## src/rtl/ps2_host_tx_pkg.sv

```systemverilog
// Shared definitions for the PS/2 host transmitter: FSM states, status-word
// layout, default timing and the frame builder.
package ps2_host_tx_pkg;

  typedef enum logic [2:0] {
    ST_IDLE,
    ST_INHIBIT,
    ST_START,
    ST_SHIFT,
    ST_WAIT_ACK,
    ST_DONE
  } state_t;

  localparam int STAT_BUSY     = 0;
  localparam int STAT_DONE     = 1;
  localparam int STAT_NACK     = 2;
  localparam int STAT_TIMEOUT  = 3;
  localparam int STAT_OVR      = 4;
  localparam int STAT_LAST_LSB = 8;

  localparam int DEF_INHIBIT_CYCLES = 3000;
  localparam int DEF_TIMEOUT_CYCLES = 50000;

  localparam int FRAME_BITS = 10;

  // Shifted out LSB first: data[7:0], odd parity, stop.
  function automatic logic [FRAME_BITS-1:0] build_frame(input logic [7:0] b);
    return {1'b1, ~^b, b};
  endfunction

endpackage

```

## src/rtl/ps2_host_tx_if.sv

```systemverilog
// CPU-side slave port of the PS/2 host transmitter (Wishbone-style).
interface ps2_host_tx_if;
  logic        STB;
  logic        WE;
  logic [31:0] DAT_I;
  logic        ACK;
  logic [31:0] DAT_O;
  logic        INT;

  modport master (output STB, WE, DAT_I, input  ACK, DAT_O, INT);
  modport slave  (input  STB, WE, DAT_I, output ACK, DAT_O, INT);
endinterface

```

## src/rtl/ps2_line_sync.sv

```systemverilog
// Two-flop synchronizers for PS2C/PS2D plus a one-cycle PS2C falling-edge
// strobe; idle lines are high, so every flop resets to 1.
module ps2_line_sync (
  input  logic clk,
  input  logic rst,
  input  logic i_c,
  input  logic i_d,
  output logic o_c_sync,
  output logic o_d_sync,
  output logic o_c_fe
);

  logic r_c_meta, r_c_sync, r_c_prev;
  logic r_d_meta, r_d_sync;

  // NOTE: sequential state uses non-blocking assignments so every flop
  // samples the pre-edge value of its neighbour, giving a real shift chain.
  always_ff @(posedge clk or posedge rst) begin
    if (rst) begin
      r_c_meta <= 1'b1;
      r_c_sync <= 1'b1;
      r_c_prev <= 1'b1;
      r_d_meta <= 1'b1;
      r_d_sync <= 1'b1;
    end else begin
      r_c_meta <= i_c;
      r_c_sync <= r_c_meta;
      r_c_prev <= r_c_sync;
      r_d_meta <= i_d;
      r_d_sync <= r_d_meta;
    end
  end

  assign o_c_sync = r_c_sync;
  assign o_d_sync = r_d_sync;
  assign o_c_fe   = r_c_prev & ~r_c_sync;

endmodule

```

## src/rtl/ps2_host_tx.sv

```systemverilog
// PS/2 host-to-device transmitter: request-to-send, 10-bit shift on device
// clock falling edges, ACK check, status word and completion interrupt.
module ps2_host_tx
  import ps2_host_tx_pkg::*;
#(
  parameter int INHIBIT_CYCLES = DEF_INHIBIT_CYCLES,
  parameter int TIMEOUT_CYCLES = DEF_TIMEOUT_CYCLES
) (
  input  logic         clk,
  input  logic         rst,
  ps2_host_tx_if.slave bus,
  input  logic         ps2c_in,
  input  logic         ps2d_in,
  output logic         ps2c_oe,
  output logic         ps2d_oe
);

  localparam int CNT_MAX = (INHIBIT_CYCLES > TIMEOUT_CYCLES) ? INHIBIT_CYCLES : TIMEOUT_CYCLES;
  localparam int CNT_W   = $clog2(CNT_MAX + 1);

  state_t                r_state, w_state_nxt;
  logic [FRAME_BITS-1:0] r_shift, w_shift_nxt;
  logic [3:0]            r_bitcnt, w_bitcnt_nxt;
  logic [CNT_W-1:0]      r_cnt, w_cnt_nxt;
  logic                  r_c_oe, w_c_oe_nxt, r_d_oe, w_d_oe_nxt;
  logic                  r_done, w_done_nxt, r_nack, w_nack_nxt;
  logic                  r_timeout, w_timeout_nxt, r_ovr, w_ovr_nxt;
  logic [7:0]            r_last, w_last_nxt;
  logic                  r_int, w_int_nxt;
  logic                  r_ack;

  logic w_c_sync, w_d_sync, w_c_fe;
  logic w_busy, w_wr, w_rd, w_wd_expired;
  logic [31:0] w_status;
  logic w_unused_dat;

  ps2_line_sync u_sync (
    .clk     (clk),
    .rst     (rst),
    .i_c     (ps2c_in),
    .i_d     (ps2d_in),
    .o_c_sync(w_c_sync),
    .o_d_sync(w_d_sync),
    .o_c_fe  (w_c_fe)
  );

  assign w_busy       = (r_state != ST_IDLE);
  assign w_wr         = r_ack & bus.STB & bus.WE;
  assign w_rd         = r_ack & bus.STB & ~bus.WE;
  assign w_wd_expired = (r_cnt == CNT_W'(TIMEOUT_CYCLES - 1));
  assign w_unused_dat = ^bus.DAT_I[31:8];

  always_ff @(posedge clk or posedge rst) begin
    if (rst) begin
      r_ack     <= 1'b0;
      r_state   <= ST_IDLE;
      r_shift   <= '0;
      r_bitcnt  <= '0;
      r_cnt     <= '0;
      r_c_oe    <= 1'b0;
      r_d_oe    <= 1'b0;
      r_done    <= 1'b0;
      r_nack    <= 1'b0;
      r_timeout <= 1'b0;
      r_ovr     <= 1'b0;
      r_last    <= '0;
      r_int     <= 1'b0;
    end else begin
      r_ack     <= bus.STB & ~r_ack;
      r_state   <= w_state_nxt;
      r_shift   <= w_shift_nxt;
      r_bitcnt  <= w_bitcnt_nxt;
      r_cnt     <= w_cnt_nxt;
      r_c_oe    <= w_c_oe_nxt;
      r_d_oe    <= w_d_oe_nxt;
      r_done    <= w_done_nxt;
      r_nack    <= w_nack_nxt;
      r_timeout <= w_timeout_nxt;
      r_ovr     <= w_ovr_nxt;
      r_last    <= w_last_nxt;
      r_int     <= w_int_nxt;
    end
  end

  // NOTE: every output of this block is given a hold/default value first so
  // that no path through the case statement can infer a latch.
  always_comb begin
    w_state_nxt   = r_state;
    w_shift_nxt   = r_shift;
    w_bitcnt_nxt  = r_bitcnt;
    w_cnt_nxt     = r_cnt;
    w_c_oe_nxt    = r_c_oe;
    w_d_oe_nxt    = r_d_oe;
    w_done_nxt    = r_done;
    w_nack_nxt    = r_nack;
    w_timeout_nxt = r_timeout;
    w_ovr_nxt     = r_ovr;
    w_last_nxt    = r_last;
    w_int_nxt     = 1'b0;

    // Read-clear first so a completion in the same cycle still lands.
    if (w_rd) begin
      w_done_nxt    = 1'b0;
      w_nack_nxt    = 1'b0;
      w_timeout_nxt = 1'b0;
      w_ovr_nxt     = 1'b0;
    end
    if (w_wr && w_busy) w_ovr_nxt = 1'b1;

    case (r_state)
      ST_IDLE: begin
        if (w_wr) begin
          w_last_nxt    = bus.DAT_I[7:0];
          w_shift_nxt   = build_frame(bus.DAT_I[7:0]);
          w_bitcnt_nxt  = '0;
          w_cnt_nxt     = '0;
          w_done_nxt    = 1'b0;
          w_nack_nxt    = 1'b0;
          w_timeout_nxt = 1'b0;
          w_c_oe_nxt    = 1'b1;
          w_state_nxt   = ST_INHIBIT;
        end
      end
      ST_INHIBIT: begin
        if (r_cnt == CNT_W'(INHIBIT_CYCLES - 1)) begin
          w_d_oe_nxt  = 1'b1;
          w_state_nxt = ST_START;
        end else begin
          w_cnt_nxt = r_cnt + CNT_W'(1);
        end
      end
      ST_START: begin
        w_c_oe_nxt  = 1'b0;
        w_cnt_nxt   = '0;
        w_state_nxt = ST_SHIFT;
      end
      ST_SHIFT, ST_WAIT_ACK, ST_DONE: begin
        w_cnt_nxt = r_cnt + CNT_W'(1);
        if (w_wd_expired) begin
          w_c_oe_nxt    = 1'b0;
          w_d_oe_nxt    = 1'b0;
          w_timeout_nxt = 1'b1;
          w_int_nxt     = 1'b1;
          w_state_nxt   = ST_IDLE;
        end else if (r_state == ST_SHIFT) begin
          if (w_c_fe) begin
            w_d_oe_nxt   = ~r_shift[0];
            w_shift_nxt  = {1'b0, r_shift[FRAME_BITS-1:1]};
            w_bitcnt_nxt = r_bitcnt + 4'd1;
            if (r_bitcnt == 4'(FRAME_BITS - 1)) w_state_nxt = ST_WAIT_ACK;
          end
        end else if (r_state == ST_WAIT_ACK) begin
          if (w_c_fe) begin
            if (w_d_sync) w_nack_nxt = 1'b1;
            w_state_nxt = ST_DONE;
          end
        end else if (w_c_sync && w_d_sync) begin
          w_done_nxt  = 1'b1;
          w_int_nxt   = 1'b1;
          w_state_nxt = ST_IDLE;
        end
      end
      default: w_state_nxt = ST_IDLE;
    endcase
  end

  always_comb begin
    w_status                         = '0;
    w_status[STAT_BUSY]              = w_busy;
    w_status[STAT_DONE]              = r_done;
    w_status[STAT_NACK]              = r_nack;
    w_status[STAT_TIMEOUT]           = r_timeout;
    w_status[STAT_OVR]               = r_ovr;
    w_status[STAT_LAST_LSB +: 8]     = r_last;
  end

  assign bus.ACK   = r_ack;
  assign bus.DAT_O = w_status;
  assign bus.INT   = r_int;
  assign ps2c_oe   = r_c_oe;
  assign ps2d_oe   = r_d_oe;

endmodule

```

## src/flat_wrapper.sv

```systemverilog
// flat-port wrapper written by rule: the top's interface ports become plain ports
module ps2_host_tx_flat import ps2_host_tx_pkg::*;
#(
  parameter int INHIBIT_CYCLES = DEF_INHIBIT_CYCLES,
  parameter int TIMEOUT_CYCLES = DEF_TIMEOUT_CYCLES
)
  (clk, rst, ps2c_in, ps2d_in, ps2c_oe, ps2d_oe, bus_STB, bus_WE, bus_DAT_I, bus_ACK, bus_DAT_O, bus_INT);
  ps2_host_tx_if bus_i ();
  input  logic clk;
  input  logic rst;
  input  logic ps2c_in;
  input  logic ps2d_in;
  output logic ps2c_oe;
  output logic ps2d_oe;
  input wire logic [$bits(bus_i.STB)-1:0] bus_STB;
  input wire logic [$bits(bus_i.WE)-1:0] bus_WE;
  input wire logic [$bits(bus_i.DAT_I)-1:0] bus_DAT_I;
  output wire logic [$bits(bus_i.ACK)-1:0] bus_ACK;
  output wire logic [$bits(bus_i.DAT_O)-1:0] bus_DAT_O;
  output wire logic [$bits(bus_i.INT)-1:0] bus_INT;
  assign bus_i.STB = bus_STB;
  assign bus_i.WE = bus_WE;
  assign bus_i.DAT_I = bus_DAT_I;
  assign bus_ACK = bus_i.ACK;
  assign bus_DAT_O = bus_i.DAT_O;
  assign bus_INT = bus_i.INT;
  ps2_host_tx #(.INHIBIT_CYCLES(INHIBIT_CYCLES), .TIMEOUT_CYCLES(TIMEOUT_CYCLES)) u_core (.clk(clk), .rst(rst), .bus(bus_i), .ps2c_in(ps2c_in), .ps2d_in(ps2d_in), .ps2c_oe(ps2c_oe), .ps2d_oe(ps2d_oe));
endmodule
```

## config.mk

```make
export PLATFORM = sky130hd
export DESIGN_NAME = ps2_host_tx_flat
export DESIGN_NICKNAME = d
export VERILOG_FILES = /design/src/rtl/ps2_host_tx_pkg.sv /design/src/rtl/ps2_host_tx_if.sv /design/src/rtl/ps2_line_sync.sv /design/src/rtl/ps2_host_tx.sv /design/src/flat_wrapper.sv
export SDC_FILE = /design/constraint.sdc
export NUM_CORES = 1
export LEC_CHECK = 0
export CAP_MARGIN = 0
export CORE_MARGIN = 3
export CORE_UTILIZATION = 40
export DETAILED_ROUTE_END_ITERATION = 16
export GPL_TIMING_DRIVEN = 0
export PLACE_DENSITY_LB_ADDON = 0.12
export SYNTH_ARGS = -nofsm -noshare
export SYNTH_HDL_FRONTEND = slang
export SYNTH_SLANG_ARGS = --single-unit
```

## constraint.sdc

```tcl
create_clock -name clk -period 1.9 [get_ports clk]
set_clock_uncertainty 0.1 [all_clocks]
set_input_delay 0.57 -clock clk [delete_from_list [all_inputs] [get_ports clk]]
set_output_delay 0.57 -clock clk [all_outputs]
set_load 0.05 [all_outputs]
```

---- Word level (Yosys, flattened, before mapping) ----
Index checks and enable logic that the tools add are counted.
operators by class
  add/sub/neg operators ................... 2
  multipliers ............................. 0
  divide/modulo/power cells ............... 0
  order comparisons ....................... 0
  equal/unequal tests ..................... 21
  shift operators ......................... 0
  muxes and demuxes ....................... 57
  bitwise logic cells ..................... 9
  reductions and logical operators ........ 17
operator list
  operator                                          count
  case mux 16 bit (4 select lines)                  1
  2-to-1 mux 10 bit                                 4
  2-to-1 mux 16 bit                                 2
  2-to-1 mux 1 bit                                  29
  2-to-1 mux 3 bit                                  9
  case mux 10 bit (2 select lines)                  1
  adder 16 x 1 -> 16 bit (second input constant)    1
  == test 16 x 12 -> 1 bit (second input constant)  1
  == test 16 bit (second input constant)            1
  2-to-1 mux 4 bit                                  4
  != test 4 x 3 -> 1 bit (second input constant)    3
  case mux 3 bit (4 select lines)                   1
  != test 2 x 1 -> 1 bit (second input constant)    4
  case mux 1 bit (2 select lines)                   4
  case mux 4 bit (2 select lines)                   1
  XNOR reduction 8 bit                              1
  == test 3 x 2 -> 1 bit (second input constant)    2
  == test 3 bit (second input constant)             2
  != test 2 bit (second input constant)             3
  AND reduction 3 bit                               2
  AND reduction 6 bit                               1
  nonzero test 2 bit                                3
  nonzero test 3 bit                                2
  AND 1 bit                                         5
  15 further kinds                                  19
word-level totals
  register bits after elaboration ......... 54
  bits in latches ......................... 0
  bits in writable memories ............... 0
  memory bits (read-only) ................. 0
  bits of input ports ..................... 38
  output and inout port bits .............. 36
  logic and storage cells ................. 124
  memories kept ........................... 0

---- Longest topological paths before layout ----
Gate-level depths: netlist (run 1).
  depth after elaboration ................. 9
  gate-level depth with buffers ........... 8
  depth with buffers taken out ............ 7

---- Modules after synthesis ----
From an unflattened synthesis (run 1), not the netlist that was laid out.
second synthesis, totals
  cell total of the unflattened synthesis .. 320
  area total of the unflattened synthesis .. 2997.9 um^2
modules (own cells, without submodules)
  module         instances  cells each  area an instance (um^2)  seq. area each (um^2)
  ps2_host_tx    1          313         2849.0                   1226.2
  ps2_line_sync  1          7           148.9                    131.4

---- Least setup slack after synthesis (run 1) ----
No wires, ideal clock.
  kind .................................... flip-flop to flip-flop
  from .................................... reg u_core.r_ack, in the netlist u_core.bus.ACK
  to ...................................... reg u_core.r_cnt[6]
  arrival ................................. 1780 ps
  required time ........................... 1696 ps
  path slack .............................. -83 ps
  cell stages (with the launch flop) ...... 7
  period minus slack after synthesis ...... 1983 ps
  path through ............................ dfrtp_1 nand3_1 a21oi_1 o21ai_1 or2_0 buf_2 o41ai_2
between the ends
  longest elaborated chain between the ends .. 4
RTL lines
  what                                     line               source
  start: declaration                       ps2_host_tx.sv:30  logic r_ack;
  start signal: assignment                 ps2_host_tx.sv:69  r_ack <= bus.STB & ~r_ack;
  AND 1 bit (2 in a row)                   ps2_host_tx.sv:48  assign w_wr = r_ack & bus.STB & bus.WE;
  != test 2 x 1 -> 1 bit (no source line)  -
  AND reduction 3 bit (no source line)     -
  end signal: assignment                   ps2_host_tx.sv:73  r_cnt <= w_cnt_nxt;
  end: declaration                         ps2_host_tx.sv:24  logic [CNT_W-1:0] r_cnt, w_cnt_nxt;
Every way passes these cells.
A chain may end at the register's enable or synchronous reset.

---- Worst setup path in the final report (run 1) ----
  from .................................... reg u_core.r_state[0]
  to ...................................... out bus_DAT_O[0]
between the ends
  longest elaborated chain between the ends .. 1
RTL lines
  what                      line                source
  start: declaration        ps2_host_tx.sv:21   state_t r_state, w_state_nxt;
  start signal: assignment  ps2_host_tx.sv:70   r_state <= w_state_nxt;
  nonzero test 3 bit        ps2_host_tx.sv:47   assign w_busy = (r_state != ST_IDLE);
  end: declaration          flat_wrapper.sv:19  output wire logic [$bits(bus_i.DAT_O)-1:0] bus_DAT_O;
Every way passes these cells.

==> results.sh, run 1 <==
export IMPL_via_count=2437
export IMPL_vias_per_cell=5.088
export IMPL_ys_flop_type="dfrtp_1"
export IMPL_final_util_pct=60.27
export IMPL_reg2reg_depth=6
export IMPL_gp_congestion=0.8409
export IMPL_switching_share_pct=44.15
export IMPL_violations="negative setup slack"
export IMPL_grt_busiest_layer="met2"
export IMPL_tightest_slew_ns=1.176
export IMPL_drc=0
export IMPL_cap_viol_max_count=0
export IMPL_grt_pass1_vias=2303
export IMPL_crit_path_max_incr_delay_ns=0.41
export IMPL_power_density_nw_per_um2=1308
export IMPL_syn_cell_area_um2=3004
export IMPL_clkPwrFrac_pct=12.1
export IMPL_core_area_um2=7019
export IMPL_placementRows=30
export IMPL_root_buffer="clkbuf_8"
export IMPL_ys_warn_count=0
export IMPL_hpwl_um=4434
export IMPL_initial_utilization_pct=42.80
export IMPL_dp_cells=439
export IMPL_ioPinCount=74
export IMPL_die_w_um=92.66
export IMPL_final_cell_mix="buf_4 (46), dfrtp_1 (46), conb_1 (19), buf_6 (16), nand2_1 (16)"
export IMPL_insertedDiodeCount=0
export IMPL_clk_pin_slew_ns=0.11
export IMPL_cp_num_buf_inv=4
export IMPL_postCtsHoldBufs=0
export IMPL_ant_nets=0
export IMPL_slew_headroom_pct=21.45
export IMPL_cts_tree="yes"
export IMPL_fp_dieH_um=92.66
export IMPL_synth_edff_count=0
export IMPL_crit_top_cell="buf_6"
export IMPL_post_drt_wl_per_cell_um=14.96
export IMPL_cp_end_kind="output port"
export IMPL_min_delay_path_depth=0
export IMPL_crit_path_cell_trace="buf_6 > nor3_4 > inv_2 > buf_6 > buf_8"
export IMPL_drv_slew=0
export IMPL_max_vdd_ir_drop_mv=1.027
export IMPL_synth_async_reset_ratio_pct=100.0
export IMPL_met1_usage_pct=22.37
export IMPL_p_int_mw=3.090
export IMPL_clk_latency_ns=0.31
export IMPL_reg2reg_slack_ns=-0.11
export IMPL_layout_drive_gt1_share_pct=42.82
export IMPL_setup_slack_ns=-0.2400
export IMPL_synthCells=295
export IMPL_grt_total_usage_pct=16.32
export IMPL_worstPathMaxFanout=5
export IMPL_final_setup_tns_ns=-0.6098
export IMPL_wl_um=7168
export IMPL_clockBufferDepth=2
export IMPL_fillers=592
export IMPL_switchingPower_mw=2.443
export IMPL_hold_viol=0
export IMPL_rsz0062_at_grt="true"
export IMPL_r2r_end="u_core.r_state[0]$_DFFE_PP0P_"
export IMPL_ys_seq_area_share_pct=45.19
export IMPL_leakagePower_nw=1.934
export IMPL_critical_path_top_delay_family="buffers and inverters"
export IMPL_drt_iter0_markers=111
export IMPL_required_ns=1.23
export IMPL_grt_max_degree=55
export IMPL_p_seq_share_pct=30.4
export IMPL_synth_area_per_cell_um2=10.18
export IMPL_finalSetupViolCount=12
export IMPL_crit_slowest_cell="dfrtp_1"
export IMPL_grt_met2_usage_pct=25.50
export IMPL_clock_sinks=54
export IMPL_cp_data_arrival_time_ns=1.47
export IMPL_synth_seq_cells=54
export IMPL_fmax_mhz=467.3
export IMPL_whs_endpoint="u_core.u_sync.o_c_sync$_DFF_PP1_"
export IMPL_multi_input_area_um2=1752
export IMPL_final_period_utilization_pct=112.6
export IMPL_syn_to_final_growth_pct=40.82
export IMPL_status="finished, violations left"
export IMPL_antenna_found_initial=0
export IMPL_grt_pass1_wl_um=11260
export IMPL_overflow=0
export IMPL_dp_slack_ns=-0.8043
export IMPL_criticalPathCategory="reg -> out"
export IMPL_htreeDepth=2
export IMPL_instances_no_fill=479
export IMPL_period_minus_slack_ns=2.140
export IMPL_seq_area_um2=1361
export IMPL_combPwrFrac_pct=57.4
export IMPL_nets=427
export IMPL_io_buffers=30
export IMPL_synth_distinct_cells=54
export IMPL_drt_pass1_iter_count=4
export IMPL_cts_buffers_inserted=5
export IMPL_startpoint_type="register"
export IMPL_reg2reg_from="u_core.r_cnt[1]$_DFFE_PP0P_"
export IMPL_hold_class="reg -> reg"
export IMPL_use_met3_pct=3.981
export IMPL_dieArea_um2=8586
export IMPL_hp_start="u_core.u_sync.r_c_meta$_DFF_PP1_"
[layer usage]
| metal | part of all wire, % | vias to the layer above |
|---|---|---|
| met5 | 0 | - |
| met4 | 1.4 | 0 |
| met3 | 3.8 | 9 |
| met2 | 49 | 49 |
| met1 | 46 | 1190 |
| li1 | - | 1189 |
[cell usage after synthesis, types with 2 or more instances]
master    number  share of area [%]
dfstp_2        5                4.4
nand2_1       27                3.4
nor2b_1        2               0.42
a21oi_1        6                1.0
a211oi_1       2               0.50
mux2i_1       12                4.0
inv_1          8                1.0
ha_1           7                2.9
nor2_2         2               0.42
nor4bb_1       2               0.67
a21o_1         3               0.75
and4bb_2       2               0.83
nor3_1         2               0.33
dfrtp_1       49                 41
nand3_1       12                2.0
o41ai_1        2               0.58
buf_4         26                6.5
xnor2_1        7                2.0
a41oi_1        3               0.87
o21ai_1        8                1.3
and3_1         3               0.62
buf_2          7                1.2
nor3b_1        3               0.75
o32ai_1        2               0.58
nand3b_1       2               0.50
o31ai_1        5                1.2
and3b_1        3               0.87
a32o_1         2               0.67
nor2_1        16                2.0
nand2b_1       4               0.83
nand4_1        8                1.7
o21ai_0       17                2.8
xor2_1         5                1.5
and2_1         3               0.62
mux2_2         9                3.4
[how the worst max path moves through the flow]
stage / end / slack (ns) / cells after the start / startpoint
2_1_floorplan: u_core.r_state[0]$_DFFE_PP0P_ / -0.08 / 7 / u_core.r_state[1]$_DFFE_PP0P_
3_3_place_gp: u_core.r_cnt[14]$_DFFE_PP0P_ / -0.73 / 6 / bus_WE
3_5_place_dp: u_core.r_cnt[14]$_DFFE_PP0P_ / -0.80 / 6 / bus_WE
4_1_cts: bus_DAT_O[0] / -0.26 / 5 / u_core.r_state[2]$_DFFE_PP0P_
5_1_grt: bus_DAT_O[0] / -0.31 / 5 / u_core.r_state[0]$_DFFE_PP0P_
6_report: bus_DAT_O[0] / -0.24 / 5 / u_core.r_state[0]$_DFFE_PP0P_
[stage by stage]
| stage | hold WS (ns) | cell area, um2 | power [mW] |
|---|---|---|---|
| after detailed placement | 0.2501 | 3497 | 4.009 |
| after floorplan | 0.2452 | 3077 | 3.374 |
| after CTS | 0.2654 | 3782 | 4.835 |
| after global routing | 0.2704 | 4230 | 5.877 |
| final | 0.2631 | 4230 | 5.533 |
| after global placement | 0.2459 | 3497 | 3.971 |
[worst reg2reg max path, cell delays in order, from the launching register on]
cell and delay, ns:
dfrtp_1 0.38, ha_2 0.19, and4b_2 0.28, nand4_4 0.18, and3b_1 0.25, nand4b_1 0.21, mux2_4 0.32
[flip-flops by register name, indices dropped and copies added, names as in the netlist]
| register | cells |
|---|---|
| u_core.ps2c_oe | 1 |
| u_core.u_sync.o_c_sync | 1 |
| u_core.r_timeout | 1 |
| u_core.r_shift | 10 |
| u_core.u_sync.r_c_meta | 1 |
| u_core.u_sync.o_d_sync | 1 |
| u_core.r_cnt | 16 |
| u_core.bus.INT | 1 |
| u_core.ps2d_oe | 1 |
| u_core.r_bitcnt | 4 |
| u_core.bus.ACK | 1 |
| u_core.r_last | 8 |
| u_core.r_done | 1 |
| u_core.u_sync.r_c_prev | 1 |
| u_core.r_state | 3 |
| u_core.r_ovr | 1 |
| u_core.r_nack | 1 |
| u_core.u_sync.r_d_meta | 1 |
[area by class of cell]
class	count	area share [%]
clock buffers	5	1.627
plain buffers	34	6.773
inverters	8	0.7986
well taps	96	2.839
repair buffers	63	13.87
clock inverters	3	0.5028
flip-flops and latches	54	32.18
multi-input cells	216	41.41
[power by group through the flow]
stage | Combinational, mW | Sequential, mW | Clock (mW)
floorplan | 1.37 | 2.00 | 0
global placement | 2.30 | 1.68 | 0
detailed placement | 2.32 | 1.69 | 0
CTS | 2.49 | 1.65 | 0.696
global route | 3.40 | 1.73 | 0.754
finish | 3.18 | 1.68 | 0.672
[timing repair]
action	4_1_cts	5_1_grt
cloned	0	5
endpoints found under the setup margin	63	49
pin swaps	6	35
endpoints found under the hold margin	0	0
buffers inserted	11	17
gates resized for setup	66	99
[logic make-up after synthesis]
family	after synthesis	synth area share [%]
AND/OR/NAND/NOR	99	18.87
AO/OA/AOI/OAI	57	12.50
flip-flops	54	45.19
buffers and inverters	43	9.163
multiplexers	22	7.747
XOR/XNOR	12	3.499
adder cells (fa/ha/maj)	7	2.915
other	1	0.1248
Power figures use the tool's default switching activity.
==> run 2: changes to the inputs <==
--- a/config.mk
+++ b/config.mk
@@ -5,7 +5,7 @@
 export SDC_FILE = /design/constraint.sdc
 export NUM_CORES = 1
 export LEC_CHECK = 0
-export CAP_MARGIN = 0
+export CAP_MARGIN = 5
 export CORE_MARGIN = 3
 export CORE_UTILIZATION = 40
 export DETAILED_ROUTE_END_ITERATION = 16
==> constraint.sdc (replaced) <==
create_clock -name clk -period 1.9 [get_ports clk]
set_clock_uncertainty 0.1 [all_clocks]
set_input_delay 0.57 -clock clk [delete_from_list [all_inputs] [get_ports clk]]
set_output_delay 0.57 -clock clk [all_outputs]
set_load 0.005 [all_outputs]
==> run 2 against run 1 <==
Critical endpoint unchanged. Global-route usage fell by 0.31 points. Final area fell by 2.7%. Cell count fell by 1.3%. Total power fell by 13%. Count of clock-buffer cells in the layout rose by 1. Combinational power fell by 23%. First-iteration DRC count fell by 1.8%. Core utilization fell by 1.6 points. The flow still finishes with violations (negative setup slack). Worst hold slack got worse by 0.0016 ns. Largest power group unchanged. Maximum frequency rose by 7.2%. Sequential power barely moved. Sequential share of layout area rose by 0.85 points.
==> results.sh, run 2 (synthesis results as in run 1) <==
export IMPL_status="finished, violations left"
export IMPL_violations="negative setup slack"
export IMPL_insertedDiodeCount=0
export IMPL_final_setup_tns_ns=-0.2068
export IMPL_placementRows=30
export IMPL_dr_max_layer_used="met4"
export IMPL_drt_pass1_iter_count=5
export IMPL_antenna_found_initial=0
export IMPL_layout_drive_gt1_share_pct=33.95
export IMPL_met3_length_um=231
export IMPL_drt_iter0_markers=109
export IMPL_gp_congestion=0.8569
export IMPL_clk_latency_ns=0.32
export IMPL_fp_dieH_um=92.66
export IMPL_root_buffer="clkbuf_8"
export IMPL_largest_reg_flops=16
export IMPL_final_util_pct=58.66
export IMPL_clock_sinks=54
export IMPL_period_minus_slack_ns=1.997
export IMPL_power_density_nw_per_um2=1169
export IMPL_die_w_um=92.66
export IMPL_dieArea_um2=8586
export IMPL_cap_viol_max_count=0
export IMPL_clk_pin_slew_ns=0.11
export IMPL_tightest_slew_ns=0.5538
export IMPL_grt_pass1_vias=2311
export IMPL_io_buffers=30
export IMPL_finalSetupViolCount=4
export IMPL_hold_class="reg -> reg"
export IMPL_grt_pass1_wl_um=11070
export IMPL_grt_max_degree=55
export IMPL_startpoint_type="register"
export IMPL_top_regs="u_core.r_cnt: 16 flops, u_core.r_shift: 10 flops, u_core.r_last: 8 flops"
export IMPL_final_common_cell="dfrtp_1"
export IMPL_syn_to_final_growth_pct=37.07
export IMPL_leakagePower_nw=1.953
export IMPL_nets=421
export IMPL_fmax_mhz=500.8
export IMPL_max_vdd_ir_drop_mv=0.5574
export IMPL_setup_slack_ns=-0.09699
export IMPL_final_period_utilization_pct=105.1
export IMPL_initial_utilization_pct=42.80
export IMPL_grt_total_usage_pct=16.01
export IMPL_cp_data_arrival_time_ns=1.33
export IMPL_required_ns=1.23
export IMPL_criticalPathCategory="reg -> out"
export IMPL_core_area_um2=7019
export IMPL_hold_ws_ns=0.2615
export IMPL_vias_per_cell=5.082
export IMPL_post_drt_wl_per_cell_um=14.38
export IMPL_hpwl_um=4409
export IMPL_ant_nets=0
export IMPL_final_cell_mix="dfrtp_1 (47), buf_4 (45), nand2_1 (27), conb_1 (19), clkdlybuf4s50_1 (17)"
export IMPL_clockBufferDepth=2
export IMPL_hold_viol=0
export IMPL_instances_no_fill=473
export IMPL_rsz0062_at_grt="true"
export IMPL_top_register="u_core.r_cnt"
export IMPL_cts_buffers_inserted=5
export IMPL_route_met2_wl_um=3370
export IMPL_via_count=2404
export IMPL_dp_slack_ns=-0.7645
export IMPL_ioPinCount=74
export IMPL_overflow=0
export IMPL_cp_end_kind="output port"
export IMPL_worstPathMaxFanout=8
export IMPL_dp_cells=439
export IMPL_drc=0
export IMPL_wl_um=6801
export IMPL_cts_tree="yes"
export IMPL_drv_slew=0
export IMPL_drt_met1_wl_um=3075
export IMPL_slew_headroom_pct=63.00
export IMPL_htreeDepth=2
run 2: cell count changes in the layout (fill, tap and decap cells not counted), sizes merged:
cell / previous run / this run
dlygate4sd2: 2 / 6
clkdlybuf4s15: 13 / 0
inv: 7 / 8
clkinv: 2 / 0
clkdlybuf4s50: 11 / 17
dlymetal6s2s: 0 / 6
buf: 67 / 61
clkbuf: 9 / 7
run 2: metrics by stage:
stage | power (mW) | area, um2
floorplan | 2.828 | 3077
global placement | 3.421 | 3497
detailed placement | 3.452 | 3497
CTS | 4.557 | 3871
global route | 5.152 | 4118
finish | 4.814 | 4118
run 2: critical path: stages, from the launching register on:
cell	delay [ns]
dfrtp_1	0.38
buf_6	0.14
nor3_4	0.22
inv_2	0.06
buf_6	0.11
buf_6	0.10
run 2: cell type report:
class                      instances  area, um2
fill                             615       2902
multi-input combinational        216       1673
sequential                        54       1360
timing repair buffer              57      549.3
buffer                            34      282.8
tap                               96      120.1
clock buffer                       6      82.58
inverter                           8      33.78
clock inverter                     2      16.27
run 2: power breakdown:
group	leakage, nW	switching [mW]	internal [mW]	total (mW)
Clock	0.0478	0.419	0.301	0.721
Combinational	1.22	1.13	1.31	2.44
Sequential	0.687	0.204	1.45	1.66
Total	1.95	1.75	3.07	4.81
run 2: timing repair:
action,4_1_cts,5_1_grt
pin swaps,8,12
cloned,1,1
hold buffers,0,0
setup endpoints to repair,52,46
hold endpoints to repair,0,0
buffers inserted,17,9
gates resized for setup,49,46
run 2: final timing paths:
path                                                          to  slack [ns]  cells after the start                             start
worst max-delay path                                bus_DAT_O[0]        -0.1                      5     u_core.r_state[0]$_DFFE_PP0P_
worst min-delay path            u_core.u_sync.o_d_sync$_DFF_PP1_        0.26                      0  u_core.u_sync.r_d_meta$_DFF_PP1_
worst max register to register       u_core.r_cnt[6]$_DFFE_PP0P_       -0.06                      7       u_core.r_cnt[1]$_DFFE_PP0P_
worst min register to register  u_core.u_sync.o_d_sync$_DFF_PP1_        0.26                      0  u_core.u_sync.r_d_meta$_DFF_PP1_
max in group asynchronous       u_core.u_sync.o_c_sync$_DFF_PP1_        0.58                      3                               rst
min in group asynchronous           u_core.r_last[7]$_DFFE_PP0P_        0.54                      2                               rst
run 2: layer usage:
layer / GRT usage, % / vias to the layer above
li1: - / 1172
met1: 20.97 / 1170
met2: 26.53 / 50
met3: 2.762 / 12
met4: 5.983 / 0
met5: 0 / -
==> run 3: changes to the inputs <==
--- a/config.mk
+++ b/config.mk
@@ -7,7 +7,7 @@
 export LEC_CHECK = 0
 export CAP_MARGIN = 5
 export CORE_MARGIN = 3
-export CORE_UTILIZATION = 40
+export CORE_UTILIZATION = 35
 export DETAILED_ROUTE_END_ITERATION = 16
 export GPL_TIMING_DRIVEN = 0
 export PLACE_DENSITY_LB_ADDON = 0.12
==> run 3 against run 2 <==
The flow still finishes with violations (negative setup slack). Combinational power up 8.2%. Highest routed layer unchanged. Final area up 4.9%. Worst hold slack about the same. Sequential power about the same. Largest cell class unchanged. Routed wire length up 6.3%. Register-to-register slack worse by 0.04 ns. Via count up 2.0%. Flip-flop and latch count unchanged. Global-route usage down 1.2 points. First-iteration DRC count up 16%. Largest power group unchanged.
==> results.sh, run 3 (synthesis results as in run 1) <==
export IMPL_cp_end_kind="output port"
export IMPL_reg2reg_from="u_core.r_cnt[0]$_DFFE_PP0P_"
export IMPL_fmax_mhz=491.2
export IMPL_via_count=2452
export IMPL_place_area_um2=3508
export IMPL_drt_iter0_markers=126
export IMPL_clk_pin_slew_ns=0.11
export IMPL_final_common_cell="buf_4"
export IMPL_overflow=0
export IMPL_rsz0062_at_grt="true"
export IMPL_cap_viol_max_count=0
export IMPL_final_cell_mix="buf_4 (49), dfrtp_1 (44), conb_1 (19), nand2_1 (18), clkdlybuf4s50_1 (18)"
export IMPL_grt_max_degree=55
export IMPL_drc=0
export IMPL_final_period_utilization_pct=107.2
export IMPL_grt_pass1_wl_um=11830
export IMPL_cts_buffers_inserted=5
export IMPL_criticalPathCategory="reg -> out"
export IMPL_root_buffer="clkbuf_8"
export IMPL_gp_congestion=0.8359
export IMPL_top_register="u_core.r_cnt"
export IMPL_hold_viol=0
export IMPL_nets=428
export IMPL_dieArea_um2=9731
export IMPL_power_total_mw=5.037
export IMPL_core_area_um2=8258
export IMPL_cts_tree="yes"
export IMPL_clock_sinks=54
export IMPL_startpoint_type="register"
export IMPL_post_drt_wl_per_cell_um=14.78
export IMPL_clockBufferDepth=2
export IMPL_antenna_found_initial=0
export IMPL_worstPathMaxFanout=7
export IMPL_fp_dieH_um=98.65
export IMPL_ioPinCount=74
export IMPL_grt_total_usage_pct=14.80
export IMPL_initial_utilization_pct=36.38
export IMPL_drt_pass1_iter_count=4
export IMPL_hpwl_um=4426
export IMPL_violations="negative setup slack"
export IMPL_placementRows=33
export IMPL_clk_latency_ns=0.32
export IMPL_power_density_nw_per_um2=1167
export IMPL_final_area_um2=4318
export IMPL_insertedDiodeCount=0
export IMPL_htreeDepth=2
export IMPL_syn_to_final_growth_pct=43.73
export IMPL_hold_class="reg -> reg"
export IMPL_cp_data_arrival_time_ns=1.37
export IMPL_vias_per_cell=5.014
export IMPL_leakagePower_nw=1.995
export IMPL_max_vdd_ir_drop_mv=0.4805
export IMPL_ant_nets=0
export IMPL_hp_start="u_core.u_sync.r_d_meta$_DFF_PP1_"
export IMPL_io_buffers=30
export IMPL_finalSetupViolCount=10
export IMPL_tightest_slew_ns=0.6106
export IMPL_status="finished, violations left"
export IMPL_die_w_um=98.65
export IMPL_final_setup_tns_ns=-0.6369
export IMPL_cp_startpoint="u_core.r_state[0]$_DFFE_PP0P_"
export IMPL_drv_slew=0
export IMPL_grt_pass1_vias=2333
export IMPL_top_regs="u_core.r_cnt: 16 flops, u_core.r_shift: 10 flops, u_core.r_last: 8 flops"
export IMPL_period_minus_slack_ns=2.036
export IMPL_wl_um=7229
export IMPL_slew_headroom_pct=59.21
export IMPL_largest_reg_flops=16
export IMPL_required_ns=1.23
export IMPL_layout_drive_gt1_share_pct=40.10
export IMPL_setup_slack_ns=-0.1360
run 3: cell types whose count changed in the layout (fill, tap and decap cells not counted), sizes merged:
| cell | before | now |
|---|---|---|
| buf | 61 | 69 |
| dlymetal6s2s | 6 | 5 |
| clkdlybuf4s50 | 17 | 18 |
| clkbuf | 7 | 6 |
run 3: where the power goes:
group	leakage [nW]	internal (mW)	switching [mW]
Clock	0.0478	0.301	0.413
Sequential	0.683	1.46	0.225
Combinational	1.27	1.38	1.26
run 3: repair_timing:
action / CTS / global route
resized for setup: 61 / 69
hold buffers: 0 / 0
setup endpoints to repair: 52 / 48
pin swaps: 12 / 28
setup buffers: 15 / 19
cloned: 2 / 1
hold endpoints to repair: 0 / 0
run 3: cell type report:
cell class,count,area (um2)
multi-input cells,216,1784
inverters,8,33.78
clock inverters,2,16.27
repair buffers,64,616.8
flip-flops and latches,54,1364
fillers,752,3940
clock buffers,6,82.58
plain buffers,34,289.0
well taps,105,131.4
run 3: routing by layer:
metal  GRT usage [%]  part of all wire [%]  vias to the layer above
li1                -                     -                     1187
met1           20.54                    47                     1219
met2           23.56                    50                       40
met3           3.539                   2.6                        6
met4           3.361                  0.93                        0
met5               0                     0                        -
run 3: per-stage QoR:
step / hold WS [ns] / util [%] / worst slack (ns) / instances
finish: 0.2612 / 52.29 / -0.1360 / 489
global route: 0.2669 / 52.29 / -0.2039 / 489
floorplan: 0.2452 / - / -0.009486 / 313
CTS: 0.2636 / 47.65 / -0.1598 / 472
detailed placement: 0.2473 / 42.48 / -0.7477 / 448
global placement: 0.2458 / 42.48 / -0.7110 / 448
run 3: worst paths after layout:
| check | end | slack, ns | cells past startpoint |
|---|---|---|---|
| setup / recovery | bus_DAT_O[0] | -0.14 | 5 |
| hold / removal | u_core.u_sync.o_d_sync$_DFF_PP1_ | 0.26 | 0 |
| setup reg to reg | u_core.r_cnt[5]$_DFFE_PP0P_ | -0.10 | 8 |
| hold reg to reg | u_core.u_sync.o_d_sync$_DFF_PP1_ | 0.26 | 0 |
| max in group asynchronous | u_core.r_cnt[4]$_DFFE_PP0P_ | 0.58 | 3 |
| min in group asynchronous | u_core.ps2d_oe$_DFFE_PP0P_ | 0.56 | 2 |
run 3: critical path, stage by stage, from the launching register on:
cell and delay, ns:
dfrtp_1 0.39, buf_6 0.13, nor3_4 0.24, inv_2 0.07
buf_6 0.12, buf_6 0.10
